--- config.mk ---
export PLATFORM = sky130hd
export DESIGN_NAME = mips_mc_ctrl
export DESIGN_NICKNAME = d
export VERILOG_FILES = /design/src/rtl/mips_pkg.sv /design/src/rtl/mips_main_dec.sv /design/src/rtl/mips_mc_ctrl.sv
export SDC_FILE = /design/constraint.sdc
export NUM_CORES = 1
export LEC_CHECK = 0
export BUFFER_PORTS_ARGS = -buffer_cell sky130_fd_sc_hd__buf_4
export CAP_MARGIN = 15
export CORE_MARGIN = 2
export CORE_UTILIZATION = 40
export CTS_CLUSTER_DIAMETER = 120
export DETAILED_ROUTE_END_ITERATION = 10
export PLACE_DENSITY = 0.62
export SYNTH_ARGS = -nofsm -noshare
export SYNTH_HDL_FRONTEND = slang
export SYNTH_SLANG_ARGS = --single-unit
export TNS_END_PERCENT = 10
--- constraint.sdc ---
create_clock -name clk -period 1.8 [get_ports clk]
set_input_delay 0.09 -clock clk [delete_from_list [all_inputs] [get_ports clk]]
set_output_delay 0.09 -clock clk [all_outputs]
set_load 0.01 [all_outputs]
--- src/rtl/mips_pkg.sv ---
// rtl/mips_pkg.sv - shared opcode, state and control-code constants for the multi-cycle MIPS core
package mips_pkg;

    localparam logic [5:0] OP_RTYPE = 6'h00;
    localparam logic [5:0] OP_J     = 6'h02;
    localparam logic [5:0] OP_JAL   = 6'h03;
    localparam logic [5:0] OP_BEQ   = 6'h04;
    localparam logic [5:0] OP_ADDIU = 6'h09;
    localparam logic [5:0] OP_ANDI  = 6'h0C;
    localparam logic [5:0] OP_ORI   = 6'h0D;
    localparam logic [5:0] OP_LUI   = 6'h0F;
    localparam logic [5:0] OP_LW    = 6'h23;
    localparam logic [5:0] OP_SW    = 6'h2B;
    localparam logic [5:0] OP_HALT  = 6'h3F;

    localparam logic [5:0] FN_JR    = 6'h08;
    localparam logic [5:0] FN_ADDU  = 6'h21;
    localparam logic [5:0] FN_SUBU  = 6'h23;
    localparam logic [5:0] FN_AND   = 6'h24;
    localparam logic [5:0] FN_OR    = 6'h25;
    localparam logic [5:0] FN_SLT   = 6'h2A;

    typedef enum logic [2:0] {
        S_IF   = 3'd0,
        S_ID   = 3'd1,
        S_EX   = 3'd2,
        S_MEM  = 3'd3,
        S_WB   = 3'd4,
        S_HALT = 3'd5,
        S_ERR  = 3'd6
    } state_t;

    typedef enum logic [3:0] {
        C_RTYPE, C_JR, C_IMM, C_LW, C_SW, C_BEQ, C_J, C_JAL, C_HALT, C_ILL
    } iclass_t;

    localparam logic [1:0] EXT_SIGN  = 2'd0;
    localparam logic [1:0] EXT_ZERO  = 2'd1;
    localparam logic [1:0] EXT_LUI   = 2'd2;

    localparam logic [2:0] ALU_ADD   = 3'd0;
    localparam logic [2:0] ALU_SUB   = 3'd1;
    localparam logic [2:0] ALU_AND   = 3'd2;
    localparam logic [2:0] ALU_OR    = 3'd3;
    localparam logic [2:0] ALU_SLT   = 3'd4;

    localparam logic [1:0] PC_PLUS4  = 2'd0;
    localparam logic [1:0] PC_BRANCH = 2'd1;
    localparam logic [1:0] PC_JUMP   = 2'd2;
    localparam logic [1:0] PC_REG    = 2'd3;

    localparam logic [1:0] DST_RT    = 2'd0;
    localparam logic [1:0] DST_RD    = 2'd1;
    localparam logic [1:0] DST_RA    = 2'd2;

    localparam logic [1:0] WB_ALU    = 2'd0;
    localparam logic [1:0] WB_MEM    = 2'd1;
    localparam logic [1:0] WB_PC4    = 2'd2;

endpackage

--- src/rtl/mips_main_dec.sv ---
// rtl/mips_main_dec.sv - combinational opcode/funct decoder: instruction class, extender mode, ALU op
module mips_main_dec
    import mips_pkg::*;
(
    input  logic [5:0] opcode,
    input  logic [5:0] funct,
    output iclass_t    iclass,
    output logic [1:0] ext_op,
    output logic [2:0] alu_op,
    output logic       illegal
);

    always_comb begin
        iclass = C_ILL;
        ext_op = EXT_SIGN;
        alu_op = ALU_ADD;
        case (opcode)
            OP_RTYPE: begin
                iclass = C_RTYPE;
                case (funct)
                    FN_ADDU: alu_op = ALU_ADD;
                    FN_SUBU: alu_op = ALU_SUB;
                    FN_AND:  alu_op = ALU_AND;
                    FN_OR:   alu_op = ALU_OR;
                    FN_SLT:  alu_op = ALU_SLT;
                    FN_JR:   iclass = C_JR;
                    default: iclass = C_ILL;
                endcase
            end
            OP_ADDIU: iclass = C_IMM;
            OP_ANDI: begin
                iclass = C_IMM;
                ext_op = EXT_ZERO;
                alu_op = ALU_AND;
            end
            OP_ORI: begin
                iclass = C_IMM;
                ext_op = EXT_ZERO;
                alu_op = ALU_OR;
            end
            // lui is encoded with rs = $0, so $0 + (imm << 16) yields the result
            OP_LUI: begin
                iclass = C_IMM;
                ext_op = EXT_LUI;
            end
            OP_LW:   iclass = C_LW;
            OP_SW:   iclass = C_SW;
            OP_BEQ: begin
                iclass = C_BEQ;
                alu_op = ALU_SUB;
            end
            OP_J:    iclass = C_J;
            OP_JAL:  iclass = C_JAL;
            OP_HALT: iclass = C_HALT;
            default: iclass = C_ILL;
        endcase
        illegal = (iclass == C_ILL);
    end

endmodule

--- src/rtl/mips_mc_ctrl.sv ---
// rtl/mips_mc_ctrl.sv - multi-cycle control FSM: IF/ID/EX/MEM/WB sequencing with memory-stall watchdog
module mips_mc_ctrl
    import mips_pkg::*;
#(
    parameter int MEM_WAIT_MAX = 15
) (
    input  logic       clk,
    input  logic       rst_n,
    input  logic [5:0] opcode,
    input  logic [5:0] funct,
    input  logic       zero,
    input  logic       mem_ready,
    output logic       pc_we,
    output logic       ir_we,
    output logic       reg_we,
    output logic       mem_re,
    output logic       mem_we,
    output logic [1:0] pc_src,
    output logic [1:0] ext_op,
    output logic       alu_src,
    output logic [2:0] alu_op,
    output logic [1:0] reg_dst,
    output logic [1:0] mem_to_reg,
    output logic       halted,
    output logic       err
);

    localparam int            CW      = $clog2(MEM_WAIT_MAX + 2);
    localparam bit            WD_EN   = (MEM_WAIT_MAX != 0);
    localparam logic [CW-1:0] WD_LAST = CW'(MEM_WAIT_MAX - 1);

    state_t        state;
    state_t        state_nxt;
    logic [CW-1:0] wait_cnt;
    iclass_t       iclass;
    logic [1:0]    dec_ext;
    logic [2:0]    dec_alu;
    logic          dec_ill;
    logic          stall;
    logic          wd_trip;

    mips_main_dec u_dec (
        .opcode  (opcode),
        .funct   (funct),
        .iclass  (iclass),
        .ext_op  (dec_ext),
        .alu_op  (dec_alu),
        .illegal (dec_ill)
    );

    assign stall   = ((state == S_IF) || (state == S_MEM)) && !mem_ready;
    // The stall that brings the count up to the limit is the one that trips
    assign wd_trip = WD_EN && stall && (wait_cnt == WD_LAST);

    always_ff @(posedge clk or negedge rst_n) begin
        if (!rst_n) begin
            state    <= S_IF;
            wait_cnt <= '0;
        end else begin
            state <= state_nxt;
            if (!WD_EN || !stall || (state_nxt != state)) begin
                wait_cnt <= '0;
            end else begin
                wait_cnt <= wait_cnt + CW'(1);
            end
        end
    end

    always_comb begin
        state_nxt  = state;
        pc_we      = 1'b0;
        ir_we      = 1'b0;
        reg_we     = 1'b0;
        mem_re     = 1'b0;
        mem_we     = 1'b0;
        pc_src     = PC_PLUS4;
        ext_op     = EXT_SIGN;
        alu_src    = 1'b0;
        alu_op     = ALU_ADD;
        reg_dst    = DST_RT;
        mem_to_reg = WB_ALU;
        halted     = 1'b0;
        err        = 1'b0;
        // Gating on rst_n drops every enable the moment reset is asserted
        if (rst_n) begin
            if ((state == S_ID) || (state == S_EX) || (state == S_MEM) || (state == S_WB)) begin
                ext_op  = dec_ext;
                alu_op  = dec_alu;
                alu_src = (iclass == C_IMM) || (iclass == C_LW) || (iclass == C_SW);
                case (iclass)
                    C_RTYPE: reg_dst = DST_RD;
                    C_JAL:   reg_dst = DST_RA;
                    default: reg_dst = DST_RT;
                endcase
                case (iclass)
                    C_LW:    mem_to_reg = WB_MEM;
                    C_JAL:   mem_to_reg = WB_PC4;
                    default: mem_to_reg = WB_ALU;
                endcase
            end
            case (state)
                S_IF: begin
                    mem_re = 1'b1;
                    if (mem_ready) begin
                        ir_we     = 1'b1;
                        pc_we     = 1'b1;
                        state_nxt = S_ID;
                    end else if (wd_trip) begin
                        state_nxt = S_ERR;
                    end
                end
                S_ID: begin
                    if (dec_ill) begin
                        state_nxt = S_ERR;
                    end else if (iclass == C_HALT) begin
                        state_nxt = S_HALT;
                    end else begin
                        state_nxt = S_EX;
                    end
                end
                S_EX: begin
                    case (iclass)
                        C_BEQ: begin
                            pc_we     = zero;
                            pc_src    = PC_BRANCH;
                            state_nxt = S_IF;
                        end
                        C_J: begin
                            pc_we     = 1'b1;
                            pc_src    = PC_JUMP;
                            state_nxt = S_IF;
                        end
                        C_JAL: begin
                            pc_we     = 1'b1;
                            pc_src    = PC_JUMP;
                            reg_we    = 1'b1;
                            state_nxt = S_IF;
                        end
                        C_JR: begin
                            pc_we     = 1'b1;
                            pc_src    = PC_REG;
                            state_nxt = S_IF;
                        end
                        C_LW, C_SW: state_nxt = S_MEM;
                        default:    state_nxt = S_WB;
                    endcase
                end
                S_MEM: begin
                    mem_re = (iclass == C_LW);
                    mem_we = (iclass == C_SW);
                    if (mem_ready) begin
                        state_nxt = (iclass == C_LW) ? S_WB : S_IF;
                    end else if (wd_trip) begin
                        state_nxt = S_ERR;
                    end
                end
                S_WB: begin
                    reg_we    = 1'b1;
                    state_nxt = S_IF;
                end
                S_HALT:  halted    = 1'b1;
                S_ERR:   err       = 1'b1;
                default: state_nxt = S_ERR;
            endcase
        end
    end

endmodule

### Word level (Yosys, flattened, before mapping)

Index checks and enable logic that the tools add are counted.

| cells by class | value |
|---|---|
| reduce and logical (&&, ||, !) cells | 22 |
| mux-type cells | 47 |
| add/sub/neg operators | 1 |
| div/mod/pow operators | 0 |
| order comparisons | 0 |
| $mul | 0 |
| shift operators | 0 |
| bitwise gates (word level) | 0 |
| eq/ne operators | 33 |

Operators by type and width:

| kind | number |
|---|---|
| 6-bit equality test, second input constant | 8 |
| 4-bit one-hot mux with 8 select lines | 1 |
| 6-bit by 4-bit equality test with 1-bit output, second input constant | 5 |
| 3-bit two-way mux | 9 |
| 3-bit one-hot mux with 4 select lines | 2 |
| 3-bit one-hot mux with 6 select lines | 1 |
| 4-bit by 3-bit equality test with 1-bit output, second input constant | 4 |
| 2-bit two-way mux | 8 |
| 1-bit two-way mux | 15 |
| 6-bit by 2-bit equality test with 1-bit output, second input constant | 2 |
| 2-bit one-hot mux with 2 select lines | 3 |
| 3-bit equality test, second input constant | 3 |
| 4-bit by 2-bit equality test with 1-bit output, second input constant | 2 |
| 4-bit equality test, second input constant | 2 |
| 1-bit one-hot mux with 2 select lines | 4 |
| 4-bit one-hot mux with 2 select lines | 1 |
| 2-bit OR reduction | 4 |
| 4-bit OR reduction | 2 |
| 1-bit logical OR | 7 |
| 3-bit by 2-bit equality test with 1-bit output, second input constant | 2 |
| 6-bit by 3-bit equality test with 1-bit output, second input constant | 1 |
| 6-bit logical NOT | 1 |
| 2-bit one-hot mux with 3 select lines | 1 |
| 3-bit one-hot mux with 2 select lines | 1 |
| 12 further kinds | 14 |

| word-level totals | value |
|---|---|
| register bits | 8 |
| word-level logic and storage cells | 105 |
| bits in latches | 0 |
| bits in writable memories | 0 |
| input bits | 16 |
| memories kept | 0 |
| output and inout port bits | 19 |
| ROM bits | 0 |

### Logic depth before layout (Yosys ltp)

Gate-level depths: netlist (run 1).

| logic depth | value |
|---|---|
| word-level depth | 12 |
| mapped depth | 7 |
| gate-level depth less buffers | 7 |

### Modules after synthesis

A second synthesis (run 1) with hierarchy kept.

| second synthesis, totals | value |
|---|---|
| cell total of the unflattened synthesis | 172 |
| area total of the unflattened synthesis | 1,238.7 µm² |

By module, submodules not included:

| module | area each (µm²) | instances | seq. area each (µm²) | cells an instance |
|---|---|---|---|---|
| mips_mc_ctrl | 860.8 | 1 | 200.2 | 116 |
| mips_main_dec | 377.9 | 1 | 0.0 | 56 |

### Least setup slack after synthesis (run 1)

No wires, ideal clock.

| timing | value |
|---|---|
| path kind | flip-flop to flip-flop |
| from | register wait_cnt[0] |
| to | register wait_cnt[0] |
| path buffers | 0 |
| setup time | 135 ps |
| data arrival time | 1,482 ps |
| data required time | 1,665 ps |
| cell stages (with the launch flop) | 8 |
| clock period less this slack | 1,617 ps |
| slack | 183 ps |
| cells stage by stage | dfrtp_1 > inv_1 > ha_1 > nand4b_1 > nand4_1 > a31oi_1 > mux2i_1 > nor3b_1 |

| between the ends | value |
|---|---|
| cells in the longest elaborated chain, start to end | 9 |
| elaborated cells between the ends (all ways) | 11 |
| those cells by class | 1 x add/sub; 2 x eq/ne; 6 x mux; 2 x reduce/logical |

RTL lines:

| item | RTL line | text |
|---|---|---|
| start: declaration | mips_mc_ctrl.sv:34 | `logic [CW-1:0] wait_cnt;` |
| start signal: assignment | mips_mc_ctrl.sv:64 | `wait_cnt <= wait_cnt + CW'(1);` |
| 5-bit by 4-bit equality test with 1-bit output | mips_mc_ctrl.sv:53 | `assign wd_trip = WD_EN && stall && (wait_cnt == WD_LAST);` |
| 1-bit logical AND | mips_mc_ctrl.sv:53 |  |
| 3-bit two-way mux | mips_mc_ctrl.sv:108, mips_mc_ctrl.sv:153 |  |
| 3-bit two-way mux (on tied branches) | mips_mc_ctrl.sv:151, mips_mc_ctrl.sv:104 |  |
| 3-bit one-hot mux with 6 select lines | mips_mc_ctrl.sv:101 | `case (state)` |
| 3-bit two-way mux | mips_mc_ctrl.sv:85 | `if (rst_n) begin` |
| 3-bit inequality test | mips_mc_ctrl.sv:61 | `if (!WD_EN \|\| !stall \|\| (state_nxt != state)) begin` |
| 1-bit logical OR | mips_mc_ctrl.sv:61 |  |
| 5-bit two-way mux * | mips_mc_ctrl.sv:61 |  |

Mark *: on every way between the ends. The rest lies on a longest branch, timed or not.

### Worst setup path in the final report (run 1)

| timing | value |
|---|---|
| from | input port opcode[5] |
| to | output port alu_op[1] |

| between the ends | value |
|---|---|
| cells in the longest elaborated chain, start to end | 4 |
| elaborated cells between the ends (all ways) | 7 |
| those cells by class | 3 x eq/ne; 3 x mux; 1 x reduce/logical |

RTL lines:

| item | RTL line | text |
|---|---|---|
| start: declaration | mips_mc_ctrl.sv:9 | `input logic [5:0] opcode,` |
| 6-bit by 3-bit equality test with 1-bit output (tied with other cells) | mips_main_dec.sv:17 | `case (opcode)` |
| 3-bit one-hot mux with 4 select lines * | mips_main_dec.sv:17 |  |
| 3-bit two-way mux * | mips_mc_ctrl.sv:86 | `if ((state == S_ID) \|\| (state == S_EX) \|\| (state == S_MEM) \|\| (state == S_WB)) begin` |
| 3-bit two-way mux * | mips_mc_ctrl.sv:85 |  |
| end: declaration | mips_mc_ctrl.sv:21 | `output logic [2:0] alu_op,` |

Marks and branches as above.

==> results of run 1 <==
final cells by class:
class | count | area [µm²]
Clock buffer | 3 | 22.52
Fill cell | 265 | 1150
Inverter | 7 | 26.28
Multi-Input combinational cell | 131 | 873.3
Sequential cell | 8 | 201.4
Tap cell | 31 | 38.79
Timing Repair Buffer | 48 | 374.1
Yosys cell counts, types with 3 or more instances:
| cell | n | area share, % |
|---|---|---|
| sky130_fd_sc_hd__nand2_1 | 15 | 5.1 |
| sky130_fd_sc_hd__nor3_1 | 6 | 2.7 |
| sky130_fd_sc_hd__nor2b_1 | 3 | 1.7 |
| sky130_fd_sc_hd__nand3_1 | 8 | 3.6 |
| sky130_fd_sc_hd__and3_1 | 4 | 2.3 |
| sky130_fd_sc_hd__clkbuf_1 | 8 | 2.7 |
| sky130_fd_sc_hd__a31oi_1 | 3 | 1.7 |
| sky130_fd_sc_hd__o21ai_0 | 8 | 3.6 |
| sky130_fd_sc_hd__a22o_1 | 3 | 2.4 |
| sky130_fd_sc_hd__nor2_1 | 22 | 7.4 |
| sky130_fd_sc_hd__mux2i_1 | 3 | 2.7 |
| sky130_fd_sc_hd__inv_1 | 7 | 2.4 |
| sky130_fd_sc_hd__dfrtp_1 | 8 | 18 |
| sky130_fd_sc_hd__nand4_1 | 5 | 2.8 |
| sky130_fd_sc_hd__xnor2_1 | 3 | 2.4 |
| sky130_fd_sc_hd__xor2_1 | 3 | 2.4 |
| sky130_fd_sc_hd__a21oi_1 | 4 | 1.8 |
| sky130_fd_sc_hd__nand2b_1 | 7 | 4.0 |
kinds of logic (layout without fill, tap and decap cells):
group	Yosys count	count (layout)
and+or+nand+nor	89	89
AOI/OAI and AO/OA	30	30
buffers and inverters	18	58
DFF	8	8
xor gates and xnor gates	6	6
adders and majority gates	3	3
muxes	3	3
sequential cells by signal, indices dropped and copies added (netlist names):
register and flops:
wait_cnt 5, state 3
per-stage QoR:
stage	utilization, %	TNS (ps)	hold WS (ps)
after floorplan	-	0	-205.6
after detailed placement	53.28	0	-38.74
after global routing	57.20	-99.35	234.6
after CTS	54.96	0	235.2
after global placement	53.28	0	-42.17
final	57.20	0	224.8
metal layers:
layer / track usage [%] / wire length (µm) / vias to the layer above
met4: 3.061 / 14 / 0
met1: 31.44 / 1524 / 587
met3: 4.378 / 237 / 2
met5: 0 / 0 / -
li1: - / - / 659
met2: 29.73 / 1417 / 58
final timing paths:
check                                            from                    end  slack [ps]  cells past startpoint
worst max-delay path                        opcode[5]              alu_op[1]          50                      7
worst min-delay path                            rst_n     state[0]$_DFF_PN0_         220                      2
worst max register to register  wait_cnt[1]$_DFF_PN0_  wait_cnt[1]$_DFF_PN0_         110                      7
worst min register to register  wait_cnt[0]$_DFF_PN0_  wait_cnt[0]$_DFF_PN0_         540                      2
max in group asynchronous                       rst_n     state[2]$_DFF_PN0_        1400                      2
min in group clk                            mem_ready  wait_cnt[4]$_DFF_PN0_         260                      5
report_power, final:
group / switching (W) / total, W / internal [W]
Sequential: 0.0000716 / 0.000296 / 0.000224
Clock: 0.0000554 / 0.000131 / 0.0000759
Combinational: 0.000418 / 0.000785 / 0.000367
Total: 0.000545 / 0.00121 / 0.000667
timing repair:
action / in CTS / in global routing
pin swaps: 0 / 6
hold endpoints to repair: 8 / 0
resized for setup: 3 / 10
setup buffers: 0 / 2
setup endpoints to repair: 4 / 3
hold buffers: 1 / 0
==> impl_metrics.prom, run 1 <==
# TYPE chip_impl_metric gauge
chip_impl_info{name="status",value="finished clean"} 1
chip_impl_metric{name="postSynthRegisterBits",unit=""} 8
chip_impl_metric{name="post_dp_cell_area",unit="mm²"} 0.001431
chip_impl_metric{name="syn_area",unit="mm²"} 0.001109
chip_impl_metric{name="yosys.area_share.adder",unit="%"} 3.160
chip_impl_metric{name="finalMaxSlewViolations",unit=""} 0
chip_impl_metric{name="final.setup.worst_slack",unit="ps"} 47.29
chip_impl_metric{name="ir_drop",unit="mV"} 0.7943
chip_impl_metric{name="synth_sequential_area_ratio",unit="%"} 18.06
chip_impl_metric{name="synthToLayoutAreaGrowth",unit="%"} 38.60
chip_impl_metric{name="std_cell_rows",unit=""} 19
chip_impl_metric{name="clock_sinks",unit=""} 8
chip_impl_info{name="unrepaired_setup_endpoints_after_global_routing",value="yes"} 1
chip_impl_metric{name="cts_inserted_buffers",unit=""} 3
chip_impl_metric{name="insertion_delay",unit="ps"} 250
chip_impl_metric{name="timing.critical_path.required",unit="ps"} 1710
chip_impl_metric{name="post-route-drc-count",unit=""} 0
chip_impl_metric{name="floorplan.initialDensity",unit="%"} 41.27
chip_impl_metric{name="hpwl",unit="µm"} 2487
chip_impl_metric{name="drt.antenna.violating_nets",unit=""} 0
chip_impl_info{name="worst_setup_path_class",value="in -> out"} 1
chip_impl_metric{name="power-per-cell-area",unit="mW/mm²"} 788.7
chip_impl_metric{name="num_io_pins",unit=""} 35
chip_impl_info{name="synth_top_family_by_area",value="simple AND/OR/NAND/NOR gates"} 1
chip_impl_metric{name="die_height",unit="µm"} 56.65
chip_impl_metric{name="num_vias",unit=""} 1306
chip_impl_metric{name="total_nets_after_synthesis",unit=""} 175
chip_impl_metric{name="gpl.final_weighted_congestion",unit=""} 0.9161
chip_impl_metric{name="route.final.wire_length",unit="µm"} 3194
chip_impl_metric{name="antenna_found_initial",unit=""} 0
chip_impl_info{name="path_common_cell",value="sky130_fd_sc_hd__buf_4"} 1
chip_impl_metric{name="wl_per_cell",unit="µm"} 14.01
chip_impl_metric{name="clkTransAtPathRegs",unit="ps"} 50
chip_impl_metric{name="syn-instance-count",unit=""} 157
chip_impl_metric{name="clock-skew-final",unit="ps"} 1.014
chip_impl_metric{name="ys_async_sr_fraction",unit="%"} 100.0
chip_impl_metric{name="portBuffers",unit=""} 34
chip_impl_info{name="cp_top_family",value="simple AND/OR/NAND/NOR gates"} 1
chip_impl_metric{name="max_slew_margin",unit="%"} 65.17
chip_impl_info{name="synthFlopType",value="sky130_fd_sc_hd__dfrtp_1"} 1
chip_impl_metric{name="synth-compound-area-share",unit="%"} 18.85
chip_impl_metric{name="synth_cell_type_count",unit=""} 48
chip_impl_metric{name="synth.avg_cell_area",unit="µm²"} 7.061
chip_impl_info{name="clock_tree_from_tritoncts",value="built"} 1
chip_impl_metric{name="die_x",unit="µm"} 56.65
chip_impl_metric{name="post_route_cells_drive_above_1_share",unit="%"} 34.01
chip_impl_metric{name="coreArea",unit="mm²"} 0.002686
chip_impl_metric{name="synthXorXnorAreaFrac",unit="%"} 4.740
chip_impl_metric{name="fin_total_pwr",unit="W"} 0.001212
chip_impl_metric{name="ctsHtreeMaxLevel",unit=""} 1
chip_impl_metric{name="slew_at_the_pin_with_the_worst_max_slew_slack",unit="ps"} 517.7
chip_impl_info{name="crit_path_top_delay_cell",value="sky130_fd_sc_hd__or4_4"} 1
chip_impl_info{name="cp_cell_instances",value="buf_6 > or4_4 > nor4_4 > buf_4 > nand4_1 > o22ai_1 > buf_4"} 1
chip_impl_metric{name="post-place-cells",unit=""} 222
chip_impl_metric{name="post-route-period-util",unit="%"} 97.37
chip_impl_metric{name="preCtsSetupSlack",unit="ps"} 17.72
chip_impl_metric{name="grt_first_pass_wirelength",unit="µm"} 5306
chip_impl_metric{name="fmax",unit="MHz"} 570.5
chip_impl_info{name="start_kind",value="input pin"} 1
chip_impl_info{name="final_cell_mix",value="44 x sky130_fd_sc_hd__buf_4, 21 x sky130_fd_sc_hd__nor2_1, 14 x sky130_fd_sc_hd__nand2_1"} 1
chip_impl_metric{name="maxCapViolCount",unit=""} 0
chip_impl_metric{name="count_of_flip_flops_with_a_built_in_enable_after_synthesis",unit=""} 0
chip_impl_metric{name="minimum_period_implied_by_the_final_worst_setup_slack",unit="ps"} 1753
chip_impl_metric{name="detail_route.iter0.violations",unit=""} 41
chip_impl_metric{name="n_antenna_cell",unit=""} 0
chip_impl_metric{name="dr.pass1.iters",unit=""} 4
chip_impl_metric{name="finalInstanceArea",unit="mm²"} 0.001536
chip_impl_metric{name="power.static_leakage",unit="nW"} 0.6644
chip_impl_metric{name="synth_simple_gate_area_share",unit="%"} 45.26
chip_impl_metric{name="count_of_placed_standard_cells_in_the_final_layout_fillers_left_out",unit=""} 228
chip_impl_metric{name="crit_arrival",unit="ps"} 1660
chip_impl_metric{name="crit_path_max_fanout",unit=""} 3
chip_impl_metric{name="fin_nets",unit=""} 217
chip_impl_metric{name="globalRoute.totalOverflow",unit=""} 0
chip_impl_metric{name="grt_usage",unit="%"} 20.49
chip_impl_metric{name="synth.area.mux_share",unit="%"} 2.709
chip_impl_metric{name="worst_path_largest_cell_delay",unit="ps"} 560
chip_impl_info{name="end_kind",value="output pin"} 1
chip_impl_metric{name="hold_viol",unit=""} 0
chip_impl_info{name="holdCritPathClass",value="in -> async"} 1
chip_impl_metric{name="count_of_final_setup_violators",unit=""} 0
chip_impl_metric{name="design.die.area",unit="mm²"} 0.003209
chip_impl_info{name="clk_root_buffer_cell",value="sky130_fd_sc_hd__clkbuf_4"} 1
chip_impl_info{name="layout_commonest_cell",value="sky130_fd_sc_hd__buf_4"} 1
chip_impl_metric{name="cp.buffers_inverters",unit=""} 3
chip_impl_metric{name="grt_pass1_vias",unit=""} 1118
chip_impl_metric{name="pin_count_of_the_biggest_net_entering_global_routing",unit=""} 22
chip_impl_metric{name="yosys_warnings",unit=""} 0
chip_impl_metric{name="viasPerCell",unit=""} 5.728
chip_impl_metric{name="clk_path_buf_depth",unit=""} 2
No activity file was read; power rests on OpenSTA's default activity.
==> run 2, diff against run 1 <==
- RECOVER_POWER: not set -> 50
==> run 2 against run 1 <==
Net effect:
- via count hardly changed
- worst hold slack hardly changed
- register-to-register slack hardly changed
- worst setup slack worse by 3.5 ps
- total power fell by 0.38%
- maximum frequency down 0.20%
- non-clock buffer count is the same
- global-route usage unchanged
- flip-flop and latch count stayed put
- wire length increased by 0.59%
==> impl_metrics.prom, run 2 (synthesized netlist as in run 1, its figures left out) <==
# TYPE chip_impl_metric gauge
chip_impl_info{name="clk_root_buffer_cell",value="sky130_fd_sc_hd__clkbuf_4"} 1
chip_impl_metric{name="clkTransAtPathRegs",unit="ps"} 50
chip_impl_metric{name="n_antenna_cell",unit=""} 0
chip_impl_info{name="worst_r2r_startpoint",value="wait_cnt[1]$_DFF_PN0_"} 1
chip_impl_info{name="reg.largest.list",value="wait_cnt (5), state (3)"} 1
chip_impl_info{name="cp_cell_instances",value="buf_6 > or4_4 > nor4_4 > buf_4 > nand4_1 > o22ai_1 > buf_4"} 1
chip_impl_metric{name="floorplan.initialDensity",unit="%"} 41.27
chip_impl_metric{name="intPower",unit="W"} 0.0006606
chip_impl_metric{name="ir_drop",unit="mV"} 0.7739
chip_impl_metric{name="post_route_cells_drive_above_1_share",unit="%"} 33.50
chip_impl_metric{name="detail_route.iter0.violations",unit=""} 55
chip_impl_info{name="status",value="finished clean"} 1
chip_impl_info{name="holdCritPathClass",value="in -> async"} 1
chip_impl_metric{name="globalRouteMet2Util",unit="%"} 29.73
chip_impl_metric{name="fmax",unit="MHz"} 569.4
chip_impl_metric{name="power.static_leakage",unit="nW"} 0.6593
chip_impl_metric{name="grt_first_pass_wirelength",unit="µm"} 5306
chip_impl_info{name="unrepaired_setup_endpoints_after_global_routing",value="yes"} 1
chip_impl_metric{name="slew_at_the_pin_with_the_worst_max_slew_slack",unit="ps"} 520.1
chip_impl_metric{name="antenna_found_initial",unit=""} 0
chip_impl_metric{name="grt_usage",unit="%"} 20.49
chip_impl_metric{name="comb_power_share",unit="%"} 64.6
chip_impl_metric{name="fin_nets",unit=""} 217
chip_impl_metric{name="minimum_period_implied_by_the_final_worst_setup_slack",unit="ps"} 1756
chip_impl_metric{name="power-per-cell-area",unit="mW/mm²"} 788.9
chip_impl_metric{name="timing.critical_path.required",unit="ps"} 1710
chip_impl_metric{name="switching_share",unit="%"} 45.28
chip_impl_metric{name="final_core_utilization",unit="%"} 56.96
chip_impl_metric{name="preCtsSetupSlack",unit="ps"} 17.72
chip_impl_metric{name="final.setup.worst_slack",unit="ps"} 43.74
chip_impl_info{name="start_kind",value="input pin"} 1
chip_impl_metric{name="hpwl",unit="µm"} 2487
chip_impl_metric{name="count_of_final_setup_violators",unit=""} 0
chip_impl_metric{name="tns",unit="ps"} 0
chip_impl_metric{name="design.die.area",unit="mm²"} 0.003209
chip_impl_metric{name="die_x",unit="µm"} 56.65
chip_impl_info{name="grt_busiest_layer",value="met1"} 1
chip_impl_metric{name="clock-skew-final",unit="ps"} 1.014
chip_impl_metric{name="worst_path_largest_cell_delay",unit="ps"} 560
chip_impl_metric{name="grtUsageMet3",unit="%"} 4.378
chip_impl_metric{name="finalInstanceArea",unit="mm²"} 0.001530
chip_impl_metric{name="globalRoute.totalOverflow",unit=""} 0
chip_impl_metric{name="flip_flop_count_of_the_largest_register_all_copies_and_words_added",unit=""} 5
chip_impl_metric{name="std_cell_rows",unit=""} 19
chip_impl_info{name="end_kind",value="output pin"} 1
chip_impl_metric{name="gpl.final_weighted_congestion",unit=""} 0.9161
chip_impl_metric{name="max_slew_margin",unit="%"} 65.01
chip_impl_metric{name="post-route-period-util",unit="%"} 97.57
chip_impl_metric{name="crit_path_max_fanout",unit=""} 3
chip_impl_info{name="path_common_cell",value="sky130_fd_sc_hd__buf_4"} 1
chip_impl_metric{name="grt_pass1_vias",unit=""} 1118
chip_impl_info{name="layout_commonest_cell",value="sky130_fd_sc_hd__buf_4"} 1
chip_impl_metric{name="maxCapViolCount",unit=""} 0
chip_impl_metric{name="synthToLayoutAreaGrowth",unit="%"} 38.04
chip_impl_metric{name="die_height",unit="µm"} 56.65
chip_impl_info{name="crit_path_top_delay_cell",value="sky130_fd_sc_hd__or4_4"} 1
chip_impl_metric{name="portBuffers",unit=""} 34
chip_impl_metric{name="power.share.clock",unit="%"} 10.9
chip_impl_metric{name="drt.antenna.violating_nets",unit=""} 0
chip_impl_metric{name="finalMaxSlewViolations",unit=""} 0
chip_impl_info{name="reg2reg_to",value="wait_cnt[1]$_DFF_PN0_"} 1
chip_impl_metric{name="hold_viol",unit=""} 0
chip_impl_metric{name="cts_inserted_buffers",unit=""} 3
chip_impl_metric{name="worst-r2r-cell-count",unit=""} 7
chip_impl_metric{name="grt.met1_usage",unit="%"} 31.44
chip_impl_metric{name="dr.pass1.iters",unit=""} 4
chip_impl_metric{name="insertion_delay",unit="ps"} 250
chip_impl_info{name="final_cell_mix",value="42 x sky130_fd_sc_hd__buf_4, 21 x sky130_fd_sc_hd__nor2_1, 14 x sky130_fd_sc_hd__nand2_1"} 1
chip_impl_metric{name="wl_per_cell",unit="µm"} 14.09
chip_impl_metric{name="clock_sinks",unit=""} 8
chip_impl_metric{name="post-route-drc-count",unit=""} 0
chip_impl_metric{name="num_io_pins",unit=""} 35
chip_impl_metric{name="num_vias",unit=""} 1307
chip_impl_metric{name="ctsHtreeMaxLevel",unit=""} 1
chip_impl_info{name="clock_tree_from_tritoncts",value="built"} 1
chip_impl_metric{name="crit_arrival",unit="ps"} 1670
chip_impl_info{name="worst_setup_path_class",value="in -> out"} 1
chip_impl_metric{name="post_dp_cell_area",unit="mm²"} 0.001431
chip_impl_metric{name="power.switching",unit="W"} 0.0005466
chip_impl_metric{name="fill_cell_count",unit=""} 267
chip_impl_metric{name="route.final.wire_length",unit="µm"} 3213
chip_impl_metric{name="cp.buffers_inverters",unit=""} 3
chip_impl_metric{name="coreArea",unit="mm²"} 0.002686
chip_impl_metric{name="viasPerCell",unit=""} 5.732
chip_impl_metric{name="pin_count_of_the_biggest_net_entering_global_routing",unit=""} 22
chip_impl_metric{name="register_to_register_path_setup_slack",unit="ps"} 100
chip_impl_metric{name="share_seq_of_total_power",unit="%"} 24.5
chip_impl_info{name="cp_top_family",value="simple AND/OR/NAND/NOR gates"} 1
chip_impl_metric{name="clk_path_buf_depth",unit=""} 2
chip_impl_info{name="max_flop_register",value="wait_cnt"} 1
run 2: cell types whose count changed in the layout (fill, tap and decap cells not counted), sizes merged:
cell / before / now
buf: 47 / 45
clkbuf: 3 / 5
run 2: per-stage QoR:
stage,total power [W],instances,hold WS [ps]
after global placement,0.0009932,222,-42.17
final,0.001207,228,224.9
after floorplan,0.0007185,157,-205.6
after global routing,0.001312,228,234.6
after detailed placement,0.001009,222,-38.74
after CTS,0.001183,226,235.2
run 2: repair_timing:
action                                  4_1_cts  5_1_grt
gates cloned                                  0        0
hold buffers                                  1        0
pin swaps                                     0        6
endpoints found under the setup margin        4        3
endpoints found under the hold margin         8        0
gates resized for setup                       3       10
buffers inserted                              0        2
run 2: how the worst max path moves through the flow:
stage	startpoint	endpoint	slack, ps	cells after the start
after floorplan	wait_cnt[0]$_DFF_PN0_	wait_cnt[0]$_DFF_PN0_	180	7
after global placement	opcode[3]	reg_dst[0]	120	7
final	opcode[5]	alu_op[1]	40	7
after detailed placement	opcode[3]	reg_dst[0]	20	7
after global routing	state[1]$_DFF_PN0_	reg_dst[0]	-50	6
after CTS	state[0]$_DFF_PN0_	reg_dst[0]	10	6
run 2: metal layers:
metal	vias to the layer above	routed length, µm
met3	2	244
met1	592	1508
met4	0	14
li1	654	-
met5	-	0
met2	59	1445
run 2: cell type report:
class	count	area, µm²	area share [%]
repair buffers	48	367.9	24.04
multi-input cells	131	873.3	57.07
well taps	31	38.79	2.535
inverters	7	26.28	1.717
clock buffers	3	22.52	1.472
flip-flops and latches	8	201.4	13.16
run 2: power groups by stage:
stage	sequential, W	combinational (W)	clock (W)
finish	0.000296	0.000780	0.000131
global route	0.000304	0.000862	0.000146
floorplan	0.000260	0.000458	0
global placement	0.000279	0.000714	0
CTS	0.000286	0.000760	0.000137
detailed placement	0.000282	0.000727	0
